$ cat src/rtl/dut.sv
// Card-intake controller: debounces card-present, times a fixed session, pulses fin, then waits for removal.
// Optional FIN_HOLD_EN: fin stays high from completion until the card is removed.
module dut #(
    parameter int DEBOUNCE_CYCLES = 4,
    parameter int SESSION_CYCLES  = 8,
    parameter int CNT_W           = 8
) (
    input  logic clk,
    input  logic reset,
    input  logic tarjeta_recibida,
    output logic fin
);

    typedef enum logic [2:0] {
        S_IDLE        = 3'd0,
        S_DETECT      = 3'd1,
        S_SESSION     = 3'd2,
        S_FIN         = 3'd3,
        S_WAIT_REMOVE = 3'd4
    } state_t;

`ifdef FIN_HOLD_EN
    localparam logic HOLD = 1'b1;
`else
    localparam logic HOLD = 1'b0;
`endif

    localparam logic [CNT_W-1:0] DEB_MAX = CNT_W'(DEBOUNCE_CYCLES);
    localparam logic [CNT_W-1:0] SES_MAX = CNT_W'(SESSION_CYCLES);
    localparam logic [CNT_W-1:0] ONE     = CNT_W'(1);

    state_t           state;
    logic [CNT_W-1:0] cnt;

    always_ff @(posedge clk or posedge reset) begin
        if (reset) begin
            state <= S_IDLE;
            cnt   <= '0;
            fin   <= 1'b0;
        end else begin
            case (state)
                S_IDLE: begin
                    fin <= 1'b0;
                    if (tarjeta_recibida) begin
                        state <= S_DETECT;
                        cnt   <= ONE;
                    end
                end
                S_DETECT: begin
                    if (!tarjeta_recibida) begin
                        state <= S_IDLE;
                        cnt   <= '0;
                    end else if (cnt >= DEB_MAX) begin
                        state <= S_SESSION;
                        cnt   <= ONE;
                    end else begin
                        cnt <= cnt + ONE;
                    end
                end
                S_SESSION: begin
                    // card pulled mid-session aborts without completion
                    if (!tarjeta_recibida) begin
                        state <= S_IDLE;
                        cnt   <= '0;
                    end else if (cnt >= SES_MAX) begin
                        state <= S_FIN;
                        cnt   <= '0;
                        fin   <= 1'b1;
                    end else begin
                        cnt <= cnt + ONE;
                    end
                end
                S_FIN: begin
                    state <= S_WAIT_REMOVE;
                    fin   <= HOLD;
                end
                S_WAIT_REMOVE: begin
                    // re-arm only after the card leaves, so a held card cannot start a second session
                    if (!tarjeta_recibida) begin
                        state <= S_IDLE;
                        fin   <= 1'b0;
                    end else begin
                        fin <= HOLD & fin;
                    end
                end
                default: begin
                    state <= S_IDLE;
                    cnt   <= '0;
                    fin   <= 1'b0;
                end
            endcase
        end
    end

endmodule

$ cat config.mk
export PLATFORM = sky130hd
export DESIGN_NAME = dut
export DESIGN_NICKNAME = d
export VERILOG_FILES = /design/src/rtl/dut.sv
export SDC_FILE = /design/constraint.sdc
export NUM_CORES = 1
export LEC_CHECK = 0
export BUFFER_PORTS_ARGS = -buffer_cell sky130_fd_sc_hd__buf_2
export CORE_ASPECT_RATIO = 0.6
export CORE_MARGIN = 5
export CORE_UTILIZATION = 26
export DETAILED_ROUTE_END_ITERATION = 16
export HOLD_SLACK_MARGIN = 0.06
export PLACE_DENSITY = 0.47
export SYNTH_ARGS = -nofsm -noshare
export SYNTH_HDL_FRONTEND = slang
export SYNTH_SLANG_ARGS = --single-unit
export TNS_END_PERCENT = 5
$ cat constraint.sdc
create_clock -name clk -period 1.35 [get_ports clk]
set_input_delay 0.135 -clock clk [delete_from_list [all_inputs] [get_ports clk]]
set_output_delay 0.135 -clock clk [all_outputs]
set_load 0.1 [all_outputs]
==> reports/results.md <==
* outcome: finished, violations left
* failing checks: setup timing
* hold path endpoint: state[1]$_DFFE_PP0P_
* Synth-to-Final Area Change: 45.1%
* number of standard cells after synthesis: 78
* first-pass iteration count of the detailed router: 4
* H-tree depth: 1
* number of clock buffers inserted by TritonCTS: 3
* Max Clk Rate: 0.731 GHz
* violation count after the first detailed-routing iteration: 27
* final hold violation count: 0
* transition at the pin with the smallest max-transition slack: 0.508 ns
* Cell Count, Final, Fillers Out: 137
* arrival time of data at the critical path endpoint: 1.55 ns
* starting density of the core: 27.5%
* mean post-synth cell area: 8.97 um2
* Remaining Overflow, GRT: 0
* IO Pins: 4
* Slowest Stage Delay on Critical Path: 0.40 ns
* standard-cell row count: 14
* sequential-to-total area share from yosys stat: 42.9%
* max cap viols: 0
* ys async rst share: 100%
* count of filler cells inserted in the layout: 252
* share of layout cells above drive strength 1: 40.0%
* number of warning messages in the yosys log: 0
* die extent in y: 50.2 um
* cell family with most CP delay: simple AND/OR/NAND/NOR gates
* accumulated negative setup slack: -0.0176 ns
* Area contributors post-synth: sky130_fd_sc_hd__dfrtp_1 (43%), sky130_fd_sc_hd__nor2_1 (4.8%), sky130_fd_sc_hd__xnor2_1 (3.8%), sky130_fd_sc_hd__a21oi_1 (3.6%), sky130_fd_sc_hd__ha_1 (3.6%)
* CP bufs+invs: 0
* post-layout net count: 111
* number of synthesized flops with an enable pin: 0
* Clock Sink Count: 12
* x dimension of the die: 77.0 um
* final std cell area, no fill: 1010 um2
* TritonCTS clock tree: built
* number of nets with antenna violations after detailed routing: 0
* cells traversed along the worst timing path: and3b_2 -> a21o_1 -> or3_1 -> a21oi_2
* top-count cell post-synth: sky130_fd_sc_hd__dfrtp_1
* main flop type after synthesis: sky130_fd_sc_hd__dfrtp_1
* pins over their slew limit: 0
* leading cell types by count after synthesis: sky130_fd_sc_hd__dfrtp_1 (12), sky130_fd_sc_hd__nor2_1 (9), sky130_fd_sc_hd__inv_1 (6)
* CP Capture Type: flop
* Inserted Diodes: 0
* cell type contributing the most total cell area after synthesis: sky130_fd_sc_hd__dfrtp_1
* worst r2r path cells: 4
* total length of routed wires: 1.74 mm
* global-route usage over all layers: 9.12%
* via count: 638
* clock latency on the worst-skew pair: 0.25 ns
* placer congestion estimate: 0.801
* setup repair after global routing missed its margin: true
* number of placed instances, taps included: 128
* area share of the largest cell type after synthesis: 42.9%
* hold_ws: 0.237 ns
* part of the cycle the worst path needs: 101%
* register bit count reported by yosys: 12
* register clock-pin slew on the reported worst setup and hold paths: 0.06 ns
* die area: 3860 um2
* startpoint of the worst hold path: tarjeta_recibida
* Max FO, Critical Path: 5
* Syn Nets: 83
* Detail Placement HPWL: 1.23 mm
* WP data required: 1.53 ns
* Worst path slowest cell: sky130_fd_sc_hd__dfrtp_1
* vias in the first global route: 590
* Worst Setup Path Type: flop to flop
* Via-to-Cell Ratio: 4.66
* wire length of the first global-routing pass: 2.73 mm
* routed wirelength normalized by instance count: 12.7 um
* worst min path class: input port to flop
* capturing point of the worst reg2reg path: cnt[5]$_DFFE_PP0P_
* IR Drop Worst-Case VDD: 504 uV
* CTS Root Cell: sky130_fd_sc_hd__clkbuf_8
* Max Root-Sink Buffers: 2
* startpoint of the worst register-to-register path: state[1]$_DFFE_PP0P_
* antenna violations before repair: 0
* maximum number of pins on one net before global-route repair: 13
* post-placement cell area: 867 um2
* worst hold path depth: 3
* post-route minimum period: 1.37 ns
* cell leakage power: 0.465 nW
* area of the core: 2540 um2
* Worst slew margin: 66.1%
* Setup Skew: 0.00227 ns
* fin worst setup slack: -0.0176 ns
* # DRC: 0
* Critical Path Start Type: flop
* FF-to-FF setup slack: -0.02 ns
* number of buffers added on ports: 3
* power density relative to cell area: 1170 nW/um2
* count of distinct cell types in the synthesized netlist: 30
* Setup-failing EPs final: 1
* netlist area before placement: 699 um2
[power breakdown]
part           internal (mW)  total, mW  leakage [nW]  switching (mW)
clock                  0.259      0.408        0.0288           0.150
sequential             0.394      0.438         0.162          0.0443
combinational          0.171      0.343         0.274           0.172
[worst max path at each step]
stage                         start                 end  slack [ns]  depth (start not counted)
3_5_place_dp     cnt[3]$_DFFE_PP0P_  cnt[1]$_DFFE_PP0P_       -0.07                          4
3_3_place_gp   state[2]$_DFFE_PP0P_  cnt[4]$_DFFE_PP0P_       -0.08                          4
4_1_cts        state[1]$_DFFE_PP0P_  cnt[5]$_DFFE_PP0P_    -0.00005                          4
2_1_floorplan  state[0]$_DFFE_PP0P_  cnt[5]$_DFFE_PP0P_       -0.05                          6
5_1_grt        state[1]$_DFFE_PP0P_  cnt[5]$_DFFE_PP0P_       -0.09                          4
6_report       state[1]$_DFFE_PP0P_  cnt[5]$_DFFE_PP0P_       -0.02                          4
[worst reg2reg max path, cell delays in order, from the launching register on]
cell	delay, ns
sky130_fd_sc_hd__dfrtp_1	0.40
sky130_fd_sc_hd__and3b_2	0.26
sky130_fd_sc_hd__a21o_1	0.19
sky130_fd_sc_hd__or3_1	0.32
sky130_fd_sc_hd__a21oi_2	0.13
[per-layer routing]
metal	up-vias	track usage, %	share of wire [%]
met1	300	13.2	55
met3	3	4.64	4.7
li1	325	-	-
met4	0	2.33	0.69
met2	10	11.7	40
met5	-	0	0
[cell type report]
type / count / area (um2) / share of cell area [%]
multi-input cells: 56 / 399 / 39.3
flip-flops and latches: 12 / 300 / 29.6
repair buffers: 27 / 198 / 19.5
clock buffers: 4 / 55.1 / 5.43
well taps: 32 / 40.0 / 3.95
inverters: 6 / 22.5 / 2.22
[stage by stage]
step,util [%],worst slack (ns),total power [mW]
after floorplan,-,-0.0523,0.611
after global placement,34.1,-0.0777,0.736
after detailed placement,34.1,-0.0690,0.733
after CTS,38.2,-0.0000469,1.17
after global routing,40.0,-0.0920,1.25
final,40.0,-0.0176,1.19
[registers in the layout, summed over array words and instances (netlist names)]
register and flops:
cnt 8, fin 1, state 3
[repair_timing]
item                       in CTS  in global routing
resized for setup               6                  8
hold endpoints to repair       12                  0
hold buffers                    1                  0
pin swaps                       1                  2
buffers inserted                2                  2
setup endpoints to repair       7                  9
[kinds of logic (layout without fill, tap and decap cells)]
family                   after synthesis  after routing  synth area share (%)
AND/OR/NAND/NOR                       28             28                  20.0
AO/OA/AOI/OAI                         23             23                  22.2
flip-flops                            12             12                  42.9
buffers and inverters                 10             37                  7.51
XOR/XNOR                               3              3                  3.76
adder cells (fa/ha/maj)                2              2                  3.58
[placed cells by master (no fill, tap or decap), drive strengths merged, types with 2 or more instances in the layout]
master,n
inv,6
xnor2,3
a211oi,3
o21ai,5
a21oi,6
ha,2
nand2,5
nand2b,4
o31a,2
nor2,9
clkbuf,4
nand3,2
dfrtp,12
buf,26
nor3,2
Power figures use the tool's default switching activity.
